--- src/rtl/uart_tx_buffered_pkg.sv ---
// Shared definitions for the buffered UART transmitter: divisor width and FSM encoding.
package uart_tx_buffered_pkg;
  localparam int UART_DIV_W = 24;

  typedef enum logic [1:0] {
    ST_IDLE  = 2'd0,
    ST_START = 2'd1,
    ST_DATA  = 2'd2,
    ST_STOP  = 2'd3
  } tx_state_e;
endpackage

--- src/rtl/uart_tx_fifo.sv ---
// Single-clock byte FIFO with first-word fall-through read; full/empty come from pointer MSBs.
module uart_tx_fifo #(
  parameter int FIFO_DEPTH_LOG2 = 4
) (
  input  logic       clk,
  input  logic       reset_n,
  input  logic       push,
  input  logic [7:0] din,
  input  logic       pop,
  output logic [7:0] dout,
  output logic       empty,
  output logic       full
);
  localparam int DEPTH = 1 << FIFO_DEPTH_LOG2;

  logic [FIFO_DEPTH_LOG2:0]   wr_ptr, rd_ptr;
  logic [7:0]                 mem [DEPTH];
  logic                       do_push, do_pop;

  assign empty   = (wr_ptr == rd_ptr);
  assign full    = ((wr_ptr ^ rd_ptr) == {1'b1, {FIFO_DEPTH_LOG2{1'b0}}});
  assign do_push = push & ~full;
  assign do_pop  = pop & ~empty;
  assign dout    = mem[rd_ptr[FIFO_DEPTH_LOG2-1:0]];

  always_ff @(posedge clk or negedge reset_n) begin
    if (!reset_n) begin
      wr_ptr <= '0;
      rd_ptr <= '0;
    end else begin
      if (do_push) wr_ptr <= wr_ptr + 1'b1;
      if (do_pop)  rd_ptr <= rd_ptr + 1'b1;
    end
  end

  // Storage needs no reset: the pointers alone define what is valid.
  always_ff @(posedge clk) begin
    if (do_push) mem[wr_ptr[FIFO_DEPTH_LOG2-1:0]] <= din;
  end
endmodule

--- src/rtl/uart_tx_buffered.sv ---
// Buffered 8N1 UART transmitter: FIFO front end, LSB-first serialiser, flop-driven TX pin.
module uart_tx_buffered
  import uart_tx_buffered_pkg::*;
#(
  parameter int FIFO_DEPTH_LOG2 = 4
) (
  input  logic                  clk,
  input  logic                  reset_n,
  input  logic [UART_DIV_W-1:0] bit_rate_divisor,
  input  logic [7:0]            data,
  input  logic                  data_ready,
  output logic                  ready,
  output logic                  busy,
  output logic                  UART_TX
);
  tx_state_e             state, state_n;
  logic [UART_DIV_W-1:0] bit_timer, bit_timer_n;
  logic [UART_DIV_W-1:0] div_q, div_n;
  logic [2:0]            bit_idx, bit_idx_n;
  logic [7:0]            shift_reg, shift_n;
  logic                  tx_q, tx_n;
  logic                  busy_q;
  logic                  bit_end, pop;
  logic                  fifo_empty, fifo_full;
  logic [7:0]            fifo_dout;

  uart_tx_fifo #(.FIFO_DEPTH_LOG2(FIFO_DEPTH_LOG2)) u_fifo (
    .clk     (clk),
    .reset_n (reset_n),
    .push    (data_ready),
    .din     (data),
    .pop     (pop),
    .dout    (fifo_dout),
    .empty   (fifo_empty),
    .full    (fifo_full)
  );

  assign ready   = ~fifo_full;
  assign busy    = busy_q;
  assign UART_TX = tx_q;
  assign bit_end = (bit_timer == div_q);

  always_comb begin
    state_n     = state;
    bit_timer_n = bit_timer;
    div_n       = div_q;
    bit_idx_n   = bit_idx;
    shift_n     = shift_reg;
    tx_n        = tx_q;
    pop         = 1'b0;
    if (state != ST_IDLE) bit_timer_n = bit_end ? '0 : bit_timer + 1'b1;
    case (state)
      ST_IDLE: begin
        if (!fifo_empty) begin
          pop         = 1'b1;
          shift_n     = fifo_dout;
          div_n       = bit_rate_divisor;
          bit_timer_n = '0;
          tx_n        = 1'b0;
          state_n     = ST_START;
        end
      end
      ST_START: begin
        if (bit_end) begin
          tx_n      = shift_reg[0];
          bit_idx_n = 3'd0;
          state_n   = ST_DATA;
        end
      end
      ST_DATA: begin
        if (bit_end) begin
          if (bit_idx != 3'd7) begin
            shift_n   = shift_reg >> 1;
            tx_n      = shift_reg[1];
            bit_idx_n = bit_idx + 3'd1;
          end else begin
            tx_n    = 1'b1;
            state_n = ST_STOP;
          end
        end
      end
      ST_STOP: begin
        // Chain straight into the next start bit so queued bytes leave with no idle gap.
        if (bit_end) begin
          if (!fifo_empty) begin
            pop     = 1'b1;
            shift_n = fifo_dout;
            div_n   = bit_rate_divisor;
            tx_n    = 1'b0;
            state_n = ST_START;
          end else begin
            state_n = ST_IDLE;
          end
        end
      end
    endcase
  end

  always_ff @(posedge clk or negedge reset_n) begin
    if (!reset_n) begin
      state     <= ST_IDLE;
      bit_timer <= '0;
      div_q     <= '0;
      bit_idx   <= '0;
      shift_reg <= '0;
      tx_q      <= 1'b1;
      busy_q    <= 1'b0;
    end else begin
      state     <= state_n;
      bit_timer <= bit_timer_n;
      div_q     <= div_n;
      bit_idx   <= bit_idx_n;
      shift_reg <= shift_n;
      tx_q      <= tx_n;
      busy_q    <= (state != ST_IDLE) | ~fifo_empty;
    end
  end
endmodule
--- config.mk ---
export PLATFORM = sky130hd
export DESIGN_NAME = uart_tx_buffered
export DESIGN_NICKNAME = d
export VERILOG_FILES = /design/src/rtl/uart_tx_buffered_pkg.sv /design/src/rtl/uart_tx_fifo.sv /design/src/rtl/uart_tx_buffered.sv
export SDC_FILE = /design/constraint.sdc
export NUM_CORES = 1
export LEC_CHECK = 0
export ABC_AREA = 1
export CORE_MARGIN = 2
export CORE_UTILIZATION = 62
export CTS_CLUSTER_DIAMETER = 60
export DETAILED_ROUTE_END_ITERATION = 8
export PLACE_DENSITY = 0.81
export SKIP_LAST_GASP = 1
export SLEW_MARGIN = 20
export SYNTH_ARGS = -nofsm -noshare
export SYNTH_HDL_FRONTEND = slang
export SYNTH_HIERARCHICAL = 1
export SYNTH_SLANG_ARGS = --single-unit
--- constraint.sdc ---
create_clock -name clk -period 5.35 [get_ports clk]
set_input_delay 1.3375 -clock clk [delete_from_list [all_inputs] [get_ports clk]]
set_output_delay 1.3375 -clock clk [all_outputs]
set_load 0.01 [all_outputs]
==> impl_metrics.sql, run 1 <==
INSERT INTO impl_metrics (metric_group, metric, value, unit) VALUES
('status', 'status', 'completed', ''),
('floorplan', 'core-area', '15200', 'sq um'),
('global_routing', 'grt.total_usage', '27.5', '%'),
('timing', 'final.min_clock_period', '4.21', 'ns'),
('synth', 'ys_seq_elements', '201', ''),
('finish', 'layout.core_utilization', '71.0', '%'),
('floorplan', 'die-area', '16600', 'sq um'),
('hold_path', 'hold_path_class', 'reg -> reg', ''),
('synth', 'count_of_flip_flops_with_a_built_in_enable_after_synthesis', '128', ''),
('synth', 'syn-cell-area', '9660', 'sq um'),
('finish', 'finalNetCount', '1170', ''),
('detailed_routing', 'routed_wl', '22.2', 'mm'),
('flow_run', 'drv_cap', '0', ''),
('synth', 'synth-adder-area-share', '1.55', '%'),
('finish', 'syn_to_final_growth', '11.7', '%'),
('floorplan', 'pin_count', '38', ''),
('finish', 'multi_input_area', '3450', 'sq um'),
('cts', 'ctsHoldBuffers', '0', ''),
('global_routing', 'global_route_wire_length_before_repair', '35.5', 'mm'),
('cts', 'cts-buffers-inserted', '22', ''),
('finish', 'final_cells', '1326', ''),
('synth', 'post_synth_and_or_nand_nor_area_fraction', '27.4', '%'),
('synth', 'syn_area_cell', '8.82', 'sq um'),
('synth', 'synth_top_area_share', '39.8', '%'),
('finish', 'number_of_inserted_filler_cells_in_the_final_layout', '1151', ''),
('synth', 'async_reset_ff_share', '36.3', '%'),
('place', 'place_inst', '1287', ''),
('cts', 'htree_levels', '1', ''),
('cts', 'worst_skew_pair.late_latency', '0.53', 'ns'),
('setup_path', 'crit_path_max_incr_delay', '0.77', 'ns'),
('global_routing', 'grtUsageMet1', '36.8', '%'),
('synth', 'yosysTopAreaCell', 'sky130_fd_sc_hd__edfxtp_1', ''),
('setup_path', 'arrival', '2.87', 'ns'),
('timing', 'tightest_slew', '0.982', 'ns'),
('global_routing', 'busiest_layer', 'met2', ''),
('power', 'max-vdd-ir-drop', '366', 'uV'),
('floorplan', 'num_rows', '45', ''),
('synth', 'synth_sequential_area_ratio', '58.7', '%'),
('global_routing', 'grt_pass1_vias', '7180', ''),
('synth', 'synth-compound-area-share', '4.75', '%'),
('cts', 'cts_num_sinks', '201', ''),
('setup_path', 'end_kind', 'primary output', ''),
('synth', 'synth_xor_xnor_area_share', '1.99', '%'),
('setup_path', 'crit_slowest_cell', 'sky130_fd_sc_hd__dfrtp_1', ''),
('detailed_routing', 'number_of_iterations_in_the_first_detailed_routing_pass', '5', ''),
('finish', 'largest_register_ff_count', '128', ''),
('finish', 'antenna_cells_inserted', '0', ''),
('timing', 'max_clock_freq', '0.238', 'GHz'),
('timing', 'final_min_period_over_clock_period', '78.7', '%'),
('place', 'port_buffers', '37', ''),
('timing', 'report.final.slew_viol_count', '0', ''),
('cts', 'postCtsSetupBuffers', '0', ''),
('power', 'powerDensity', '529', 'nW/um^2'),
('synth', 'post_synth_main_area_contributors', 'sky130_fd_sc_hd__edfxtp_1 (40%), sky130_fd_sc_hd__dfrtp_1 (19%), sky130_fd_sc_hd__nand2_1 (15%), sky130_fd_sc_hd__nor2_1 (5.7%), sky130_fd_sc_hd__nand3_1 (4.4%)', ''),
('timing', 'clock_skew', '0.0260', 'ns'),
('global_routing', 'grt_use_met3', '4.16', '%'),
('timing', 'timing_hold_violations_final', '0', ''),
('synth', 'post_synth_inst_count', '1096', ''),
('setup_path', 'crit_fanout', '25', ''),
('finish', 'stdcell_area', '10800', 'sq um'),
('timing', 'relSlewSlack', '34.4', '%'),
('global_routing', 'number_of_antenna_violations_at_the_first_check_in_global_routing', '0', ''),
('global_routing', 'grt_max_degree', '74', ''),
('cts', 'clock_tree_from_tritoncts', 'built', ''),
('synth', 'yosys_most_used_dff', 'sky130_fd_sc_hd__edfxtp_1', ''),
('synth', 'synth_top_family_by_area', 'simple AND/OR/NAND/NOR gates', ''),
('synth', 'synth.net_count', '1143', ''),
('place', 'placement.setup.worst_slack', '1.73', 'ns'),
('timing', 'fin_setup_tns', '0', 'ns'),
('place', 'place.gp.congestion', '0.935', ''),
('synth', 'netlist-cell-type-count', '32', '');
## cell type report
class                   instances  share of cell area [%]
clock buffers                  31                    5.69
repair buffers                 40                    3.62
inverters                      90                    3.13
flip-flops and latches        201                    52.6
multi-input cells             768                    31.9
clock inverters                 8                   0.869
well taps                     188                    2.18
## tightest hold or removal path, stage by stage (launching register included)
cell,delay (ns)
sky130_fd_sc_hd__dfrtp_1,0.34
sky130_fd_sc_hd__nand2_1,0.05
sky130_fd_sc_hd__nand2_1,0.05
## final timing paths
path / from / endpoint / slack [ns] / cells after the start
max: u_fifo/rd_ptr[1] / ready / 1.14 / 8
min: shift_reg[4] / shift_reg[4] / 0.47 / 2
max reg2reg: u_fifo/rd_ptr[1] / state[1] / 2.11 / 12
min reg2reg: shift_reg[4] / shift_reg[4] / 0.47 / 2
max in group asynchronous: reset_n / u_fifo/rd_ptr[0] / 3.69 / 1
min in group asynchronous: reset_n / bit_idx[2] / 0.96 / 1
## kinds of logic after synthesis
logic type / count (synthesis)
flip-flops: 201
AND/OR/NAND/NOR: 648
AO/OA/AOI/OAI: 86
adder cells (fa/ha/maj): 12
buffers and inverters: 127
XOR/XNOR: 22
## stage by stage
| step | power, mW | hold WS (ns) |
|---|---|---|
| after floorplan | 3.73 | 0.442 |
| after global placement | 4.17 | 0.455 |
| after detailed placement | 4.23 | 0.459 |
| after CTS | 5.71 | 0.472 |
| after global routing | 6.08 | 0.487 |
| final | 5.71 | 0.473 |
## synthesized netlist by cell type (13+ instances only)
cell type                    n
sky130_fd_sc_hd__nor2_1    148
sky130_fd_sc_hd__dfrtp_1    72
sky130_fd_sc_hd__nand2_1   384
sky130_fd_sc_hd__buf_2      13
sky130_fd_sc_hd__o22ai_1    18
sky130_fd_sc_hd__nand3_1    85
sky130_fd_sc_hd__clkbuf_1   13
sky130_fd_sc_hd__xor2_1     18
sky130_fd_sc_hd__o21ai_0    59
sky130_fd_sc_hd__inv_1      78
sky130_fd_sc_hd__nor3_1     14
sky130_fd_sc_hd__edfxtp_1  128
## per-layer routing
| metal | up-vias | part of all wire [%] |
|---|---|---|
| met4 | 0 | 3.0 |
| met3 | 65 | 6.7 |
| met5 | - | 0 |
| met2 | 322 | 49 |
| met1 | 3501 | 42 |
| li1 | 3606 | - |
## report_power, final
group,internal [mW],total (mW),switching [mW]
Clock,0.856,1.47,0.611
Combinational,0.648,2.10,1.45
Sequential,1.94,2.14,0.209
Total,3.44,5.71,2.27
## layout by cell type, fill, tap and decap left out, types with 2 or more instances in the layout
| cell | n |
|---|---|
| sky130_fd_sc_hd__dfrtp_1 | 71 |
| sky130_fd_sc_hd__inv_2 | 10 |
| sky130_fd_sc_hd__nand2_4 | 3 |
| sky130_fd_sc_hd__clkbuf_8 | 3 |
| sky130_fd_sc_hd__nor2_1 | 148 |
| sky130_fd_sc_hd__edfxtp_1 | 128 |
| sky130_fd_sc_hd__clkdlybuf4s50_1 | 36 |
| sky130_fd_sc_hd__nor2_2 | 4 |
| sky130_fd_sc_hd__ha_1 | 12 |
| sky130_fd_sc_hd__inv_1 | 78 |
| sky130_fd_sc_hd__clkbuf_16 | 22 |
| sky130_fd_sc_hd__nand3_4 | 2 |
| sky130_fd_sc_hd__o21ai_1 | 6 |
| sky130_fd_sc_hd__nand2_1 | 384 |
| sky130_fd_sc_hd__nand2_2 | 3 |
| sky130_fd_sc_hd__o22ai_1 | 18 |
| sky130_fd_sc_hd__nand4_1 | 2 |
| sky130_fd_sc_hd__nor3_1 | 14 |
| sky130_fd_sc_hd__o21ai_0 | 59 |
| sky130_fd_sc_hd__clkinv_2 | 2 |
| sky130_fd_sc_hd__buf_4 | 4 |
| sky130_fd_sc_hd__clkinv_1 | 4 |
| sky130_fd_sc_hd__xnor2_1 | 4 |
| sky130_fd_sc_hd__clkbuf_1 | 6 |
| sky130_fd_sc_hd__xor2_1 | 18 |
| sky130_fd_sc_hd__nand3_1 | 85 |
(Power assumes the default switching activity.)
==> inputs of run 2 (changes only) <==
--- a/config.mk
+++ b/config.mk
@@ -7,10 +7,10 @@
 export LEC_CHECK = 0
 export ABC_AREA = 1
 export CORE_MARGIN = 2
-export CORE_UTILIZATION = 62
+export CORE_UTILIZATION = 61
 export CTS_CLUSTER_DIAMETER = 60
 export DETAILED_ROUTE_END_ITERATION = 8
-export PLACE_DENSITY = 0.81
+export PLACE_DENSITY = 0.8
 export SKIP_LAST_GASP = 1
 export SLEW_MARGIN = 20
 export SYNTH_ARGS = -nofsm -noshare
==> constraint.sdc (replaced) <==
create_clock -name clk -period 4.4 [get_ports clk]
set_input_delay 1.1 -clock clk [delete_from_list [all_inputs] [get_ports clk]]
set_output_delay 1.1 -clock clk [all_outputs]
set_load 0.01 [all_outputs]
==> run 2 against run 1 <==
Net effect: via count decreased by 0.77%; count of clock-buffer cells in the layout unchanged; first-iteration DRC count increased by 7.9%; register-to-register slack got worse by 0.58 ns; highest routed layer unchanged; setup slack got worse by 0.32 ns; clock skew decreased by 0.0088 ns; sequential share of layout area decreased by 0.37 points.
==> impl_metrics.sql, run 2 (same netlist as run 1, synthesis figures left out) <==
INSERT INTO impl_metrics (metric_group, metric, value, unit) VALUES
('global_routing', 'global_route_wire_length_before_repair', '34.8', 'mm'),
('timing', 'tightest_slew', '0.959', 'ns'),
('place', 'place.detailed.hpwl', '14.6', 'mm'),
('status', 'status', 'completed', ''),
('detailed_routing', 'routed_wl', '22.3', 'mm'),
('finish', 'final_cell_mix', 'sky130_fd_sc_hd__nand2_1 (384), sky130_fd_sc_hd__nor2_1 (148), sky130_fd_sc_hd__edfxtp_1 (128)', ''),
('setup_path', 'end_kind', 'primary output', ''),
('power', 'p_seq_share', '36.9', '%'),
('global_routing', 'groute.layer.met2.usage', '45.3', '%'),
('global_routing', 'grt_remaining_overflow', '0', ''),
('timing', 'rsz_0062_raised_after_global_routing', 'false', ''),
('detailed_routing', 'wire_per_inst', '16.4', 'microns'),
('detailed_routing', 'first_iter_violations', '879', ''),
('finish', 'antenna_cells_inserted', '0', ''),
('timing', 'final.min_clock_period', '3.58', 'ns'),
('timing', 'max_clock_freq', '0.279', 'GHz'),
('global_routing', 'grt.total_usage', '26.8', '%'),
('power', 'power.share.switching', '39.1', '%'),
('global_routing', 'grt_max_degree', '74', ''),
('power', 'net_switching', '2.75', 'mW'),
('detailed_routing', 'route.vias.total', '7436', ''),
('detailed_routing', 'drt.antenna.violating_nets', '0', ''),
('setup_path', 'crit_fanout', '15', ''),
('place', 'port_buffers', '37', ''),
('power', 'max-vdd-ir-drop', '398', 'uV'),
('hold_path', 'whs_path_depth', '2', ''),
('timing', 'fin_setup_tns', '0', 'ns'),
('timing', 'setup_slack_of_the_critical_path_after_layout', '0.819', 'ns'),
('finish', 'layout_commonest_cell', 'sky130_fd_sc_hd__nand2_1', ''),
('cts', 'cts-buffers-inserted', '22', ''),
('timing', 'relSlewSlack', '36.0', '%'),
('setup_path', 'worstRegToRegCells', '12', ''),
('cts', 'clock-root-buffer', 'sky130_fd_sc_hd__clkbuf_16', ''),
('place', 'placement.setup.worst_slack', '1.37', 'ns'),
('detailed_routing', 'post-route-drc-count', '0', ''),
('floorplan', 'die-area', '16900', 'sq um'),
('power', 'powerDensity', '646', 'nW/um^2'),
('cts', 'worst_skew_pair.late_latency', '0.51', 'ns'),
('flow_run', 'drv_cap', '0', ''),
('finish', 'layout.area.seq', '5670', 'sq um'),
('power', 'p_clk_share', '26.4', '%'),
('detailed_routing', 'number_of_iterations_in_the_first_detailed_routing_pass', '5', ''),
('global_routing', 'grtUsageMet1', '36.5', '%'),
('cts', 'cts_num_sinks', '201', ''),
('timing', 'clock_skew', '0.0172', 'ns'),
('setup_path', 'timing.critical_path.required', '3.30', 'ns'),
('timing', 'report.final.slew_viol_count', '0', ''),
('cts', 'clockBufferDepth', '3', ''),
('finish', 'number_of_inserted_filler_cells_in_the_final_layout', '1206', ''),
('power', 'power.total', '7.02', 'mW'),
('global_routing', 'busiest_layer', 'met2', ''),
('cts', 'path_clk_slew', '0.06', 'ns'),
('floorplan', 'initial_utilization', '61.7', '%'),
('hold_path', 'hold_path_class', 'reg -> reg', ''),
('cts', 'htree_levels', '1', ''),
('cts', 'postCtsSetupBuffers', '0', ''),
('finish', 'finalNetCount', '1171', ''),
('setup_path', 'setup.worst_path.start_class', 'register', ''),
('floorplan', 'die_height', '130', 'microns'),
('timing', 'final_setup_violation_count', '0', ''),
('power', 'leakage', '4.63', 'nW'),
('cts', 'clock_tree_from_tritoncts', 'built', ''),
('finish', 'largest_register_ff_count', '128', ''),
('place', 'place.gp.congestion', '0.889', ''),
('cts', 'ctsHoldBuffers', '0', ''),
('floorplan', 'num_rows', '46', ''),
('power', 'power_frac_comb', '36.8', '%'),
('timing', 'final_min_period_over_clock_period', '81.4', '%'),
('finish', 'drive_gt1_share', '5.79', '%'),
('global_routing', 'number_of_antenna_violations_at_the_first_check_in_global_routing', '0', ''),
('power', 'cell_internal_pwr', '4.28', 'mW'),
('floorplan', 'core-area', '15700', 'sq um'),
('global_routing', 'grt_use_met3', '4.10', '%'),
('detailed_routing', 'viasPerCell', '5.48', ''),
('setup_path', 'arrival', '2.48', 'ns'),
('timing', 'timing_hold_violations_final', '0', ''),
('floorplan', 'floorplan.die.width', '130', 'microns'),
('setup_path', 'timing_worst_setup_path_type', 'reg -> out', ''),
('cts', 'postCtsResizedCells', '0', ''),
('global_routing', 'grt_pass1_vias', '6899', ''),
('finish', 'multi_input_area', '3450', 'sq um'),
('floorplan', 'pin_count', '38', ''),
('finish', 'syn_to_final_growth', '12.5', '%');
## run 2: worst paths after layout
check,from,slack (ns),to
max in group asynchronous,reset_n,2.99,u_fifo/rd_ptr[0]
setup reg to reg,u_fifo/rd_ptr[1],1.53,state[1]
setup / recovery,u_fifo/rd_ptr[2],0.82,ready
hold reg to reg,UART_TX,0.47,UART_TX
hold / removal,UART_TX,0.47,UART_TX
min in group asynchronous,reset_n,0.75,u_fifo/rd_ptr[2]
## run 2: critical path, stage by stage (launching register included)
cell and delay, ns:
sky130_fd_sc_hd__dfrtp_1 0.65, sky130_fd_sc_hd__inv_2 0.18, sky130_fd_sc_hd__nand2_1 0.10, sky130_fd_sc_hd__nand2_1 0.09, sky130_fd_sc_hd__nor2_4 0.15, sky130_fd_sc_hd__nand3_4 0.15
sky130_fd_sc_hd__inv_1 0.13, sky130_fd_sc_hd__inv_1 0.05, sky130_fd_sc_hd__clkdlybuf4s50_1 0.47
## run 2: stage by stage
stage / area (sq um) / hold WS (ns) / cells / util [%]
after floorplan: 9660 / 0.442 / 1096 / -
after global placement: 10100 / 0.452 / 1316 / 64.7
after detailed placement: 10100 / 0.462 / 1316 / 64.7
after CTS: 10900 / 0.470 / 1356 / 69.4
after global routing: 10900 / 0.490 / 1356 / 69.4
final: 10900 / 0.467 / 1356 / 69.4
## run 2: routing by layer
metal | wire length [microns] | share of wire (%)
met5 | 0 | 0
met4 | 452 | 2.0
met3 | 1600 | 7.2
met2 | 10900 | 49
met1 | 9280 | 42
## run 2: cell type report
| type | instances | share of cell area (%) |
|---|---|---|
| well taps | 216 | 2.49 |
| clock inverters | 9 | 0.990 |
| flip-flops and latches | 201 | 52.2 |
| multi-input cells | 768 | 31.7 |
| repair buffers | 41 | 3.66 |
| inverters | 90 | 3.11 |
| clock buffers | 31 | 5.85 |
## run 2: power by group through the flow
| stage | combinational, mW | sequential [mW] | clock, mW |
|---|---|---|---|
| after floorplan | 2.00 | 2.54 | 0 |
| after global placement | 2.46 | 2.61 | 0 |
| after detailed placement | 2.54 | 2.62 | 0 |
| after CTS | 2.57 | 2.59 | 1.88 |
| after global routing | 2.91 | 2.63 | 1.95 |
| final | 2.58 | 2.59 | 1.85 |
==> inputs of run 3 (changes only) <==
==> constraint.sdc (replaced) <==
create_clock -name clk -period 3.59 [get_ports clk]
set_input_delay 0.8975 -clock clk [delete_from_list [all_inputs] [get_ports clk]]
set_output_delay 0.8975 -clock clk [all_outputs]
set_load 0.01 [all_outputs]
==> run 3 against run 2 <==
Net effect: sequential power up 24%; final area fell by 0.34%; count of clock-buffer cells in the layout is 8 lower; clock skew decreased by 0.0068 ns; sequential share of layout area grew 0.18 points; critical endpoint unchanged; largest cell class unchanged; largest power group unchanged.
==> impl_metrics.sql, run 3 (same netlist as run 1, synthesis figures left out) <==
INSERT INTO impl_metrics (metric_group, metric, value, unit) VALUES
('finish', 'stdcell_area', '10800', 'sq um'),
('detailed_routing', 'first_iter_violations', '834', ''),
('floorplan', 'num_rows', '46', ''),
('timing', 'max_clock_freq', '0.296', 'GHz'),
('finish', 'syn_to_final_growth', '12.1', '%'),
('cts', 'clockBufferDepth', '3', ''),
('power', 'leakage', '4.63', 'nW'),
('detailed_routing', 'drt.antenna.violating_nets', '0', ''),
('detailed_routing', 'post-route-drc-count', '0', ''),
('cts', 'ctsHoldBuffers', '0', ''),
('detailed_routing', 'routed_wl', '21.9', 'mm'),
('cts', 'clock-root-buffer', 'sky130_fd_sc_hd__clkbuf_16', ''),
('global_routing', 'global_route_wire_length_before_repair', '35.0', 'mm'),
('cts', 'htree_levels', '1', ''),
('hold_path', 'hold_path_class', 'reg -> reg', ''),
('timing', 'final_min_period_over_clock_period', '94.3', '%'),
('setup_path', 'setup.worst_path.start_class', 'register', ''),
('power', 'max-vdd-ir-drop', '521', 'uV'),
('finish', 'final_cells', '1356', ''),
('cts', 'path_clk_slew', '0.06', 'ns'),
('place', 'place_inst', '1318', ''),
('floorplan', 'floorplan.die.width', '130', 'microns'),
('global_routing', 'grt_max_degree', '74', ''),
('place', 'port_buffers', '37', ''),
('floorplan', 'die-area', '16900', 'sq um'),
('floorplan', 'pin_count', '38', ''),
('place', 'place.detailed.hpwl', '14.4', 'mm'),
('finish', 'layout_commonest_cell', 'sky130_fd_sc_hd__nand2_1', ''),
('timing', 'rsz_0062_raised_after_global_routing', 'false', ''),
('global_routing', 'grt_remaining_overflow', '0', ''),
('setup_path', 'end_kind', 'primary output', ''),
('finish', 'layout.core_utilization', '69.2', '%'),
('setup_path', 'arrival', '2.49', 'ns'),
('finish', 'finalNetCount', '1172', ''),
('global_routing', 'grt.total_usage', '26.7', '%'),
('floorplan', 'initial_utilization', '61.7', '%'),
('timing', 'clock_skew', '0.0104', 'ns'),
('detailed_routing', 'viasPerCell', '5.50', ''),
('global_routing', 'number_of_antenna_violations_at_the_first_check_in_global_routing', '0', ''),
('cts', 'postCtsSetupBuffers', '0', ''),
('cts', 'worst_skew_pair.late_latency', '0.51', 'ns'),
('floorplan', 'core-area', '15700', 'sq um'),
('setup_path', 'worstRegToRegCells', '13', ''),
('timing', 'final.min_clock_period', '3.38', 'ns'),
('timing', 'fin_setup_tns', '0', 'ns'),
('finish', 'largest_register_ff_count', '128', ''),
('cts', 'cts-buffers-inserted', '21', ''),
('detailed_routing', 'number_of_iterations_in_the_first_detailed_routing_pass', '6', ''),
('finish', 'drive_gt1_share', '5.79', '%'),
('timing', 'relSlewSlack', '36.1', '%'),
('detailed_routing', 'route.vias.total', '7456', ''),
('cts', 'postCtsResizedCells', '0', ''),
('status', 'status', 'completed', ''),
('cts', 'clock_tree_from_tritoncts', 'built', ''),
('global_routing', 'grt_pass1_vias', '6966', ''),
('flow_run', 'drv_cap', '0', ''),
('cts', 'cts_num_sinks', '201', ''),
('timing', 'timing_hold_violations_final', '0', ''),
('power', 'powerDensity', '784', 'nW/um^2'),
('setup_path', 'timing.critical_path.required', '2.69', 'ns'),
('finish', 'final_cell_mix', 'sky130_fd_sc_hd__nand2_1 (384), sky130_fd_sc_hd__nor2_1 (148), sky130_fd_sc_hd__edfxtp_1 (128)', ''),
('setup_path', 'timing_worst_setup_path_type', 'reg -> out', ''),
('timing', 'tightest_slew', '0.958', 'ns'),
('setup_path', 'crit_fanout', '25', ''),
('timing', 'final_setup_violation_count', '0', ''),
('floorplan', 'die_height', '130', 'microns'),
('hold_path', 'whs_path_depth', '2', ''),
('place', 'place.gp.congestion', '0.906', ''),
('detailed_routing', 'wire_per_inst', '16.1', 'microns'),
('finish', 'antenna_cells_inserted', '0', ''),
('timing', 'report.final.slew_viol_count', '0', ''),
('place', 'placedInstanceArea', '10100', 'sq um');
==> run 3: cell types whose count changed in the layout (fill, tap and decap cells not counted), sizes merged <==
| cell | before | now |
|---|---|---|
| clkinvlp | 1 | 0 |
| clkbuf | 31 | 23 |
| clkinv | 8 | 13 |
| inv | 88 | 89 |
| buf | 5 | 7 |
| bufinv | 2 | 3 |
==> run 3: critical path, cell delays in order (launching register included) <==
cell	delay (ns)
sky130_fd_sc_hd__dfrtp_1	0.54
sky130_fd_sc_hd__inv_2	0.26
sky130_fd_sc_hd__nand2_1	0.13
sky130_fd_sc_hd__nand2_1	0.07
sky130_fd_sc_hd__nor2_2	0.17
sky130_fd_sc_hd__nand3_4	0.18
sky130_fd_sc_hd__inv_1	0.11
sky130_fd_sc_hd__inv_1	0.04
sky130_fd_sc_hd__clkdlybuf4s50_1	0.47
==> run 3: per-layer routing <==
metal  wire length, microns  up-vias  share of wire [%]  GRT usage, %
met3                   1570       59                7.2          4.59
met4                    771        0                3.5          11.0
li1                       -     3606                  -             -
met1                   9270     3467                 42          36.4
met2                  10300      324                 47          43.1
met5                      0        -                  0             0
==> run 3: final cells by class <==
cell class,count,area [sq um]
Sequential cell,201,5670
Tap cell,216,270
Timing Repair Buffer,43,413
Inverter,90,338
Fill cell,1242,4820
Clock inverter,15,148
Multi-Input combinational cell,768,3450
Clock buffer,23,543
==> run 3: power by group <==
| group | internal, mW | leakage (nW) | switching (mW) | total, mW |
|---|---|---|---|---|
| clock network | 1.30 | 0.345 | 0.874 | 2.18 |
| registers | 2.88 | 2.09 | 0.330 | 3.21 |
| logic | 0.984 | 2.19 | 2.12 | 3.10 |
==> run 3: worst paths after layout <==
| path | start | endpoint | slack [ns] |
|---|---|---|---|
| worst min-delay path | UART_TX | UART_TX | 0.47 |
| min in group asynchronous | reset_n | bit_idx[1] | 0.55 |
| worst max-delay path | u_fifo/rd_ptr[1] | ready | 0.21 |
| max in group asynchronous | reset_n | u_fifo/rd_ptr[0] | 2.39 |
| worst min register to register | UART_TX | UART_TX | 0.47 |
| worst max register to register | u_fifo/rd_ptr[1] | u_fifo/rd_ptr[0] | 0.76 |
==> run 3: per-stage QoR <==
step | hold slack, ns | total power, mW | worst slack [ns]
5_1_grt | 0.503 | 9.08 | 0.0993
6_report | 0.475 | 8.49 | 0.206
2_1_floorplan | 0.442 | 5.56 | 1.31
4_1_cts | 0.471 | 8.49 | 0.245
3_5_place_dp | 0.462 | 6.29 | 0.797
3_3_place_gp | 0.451 | 6.22 | 0.827
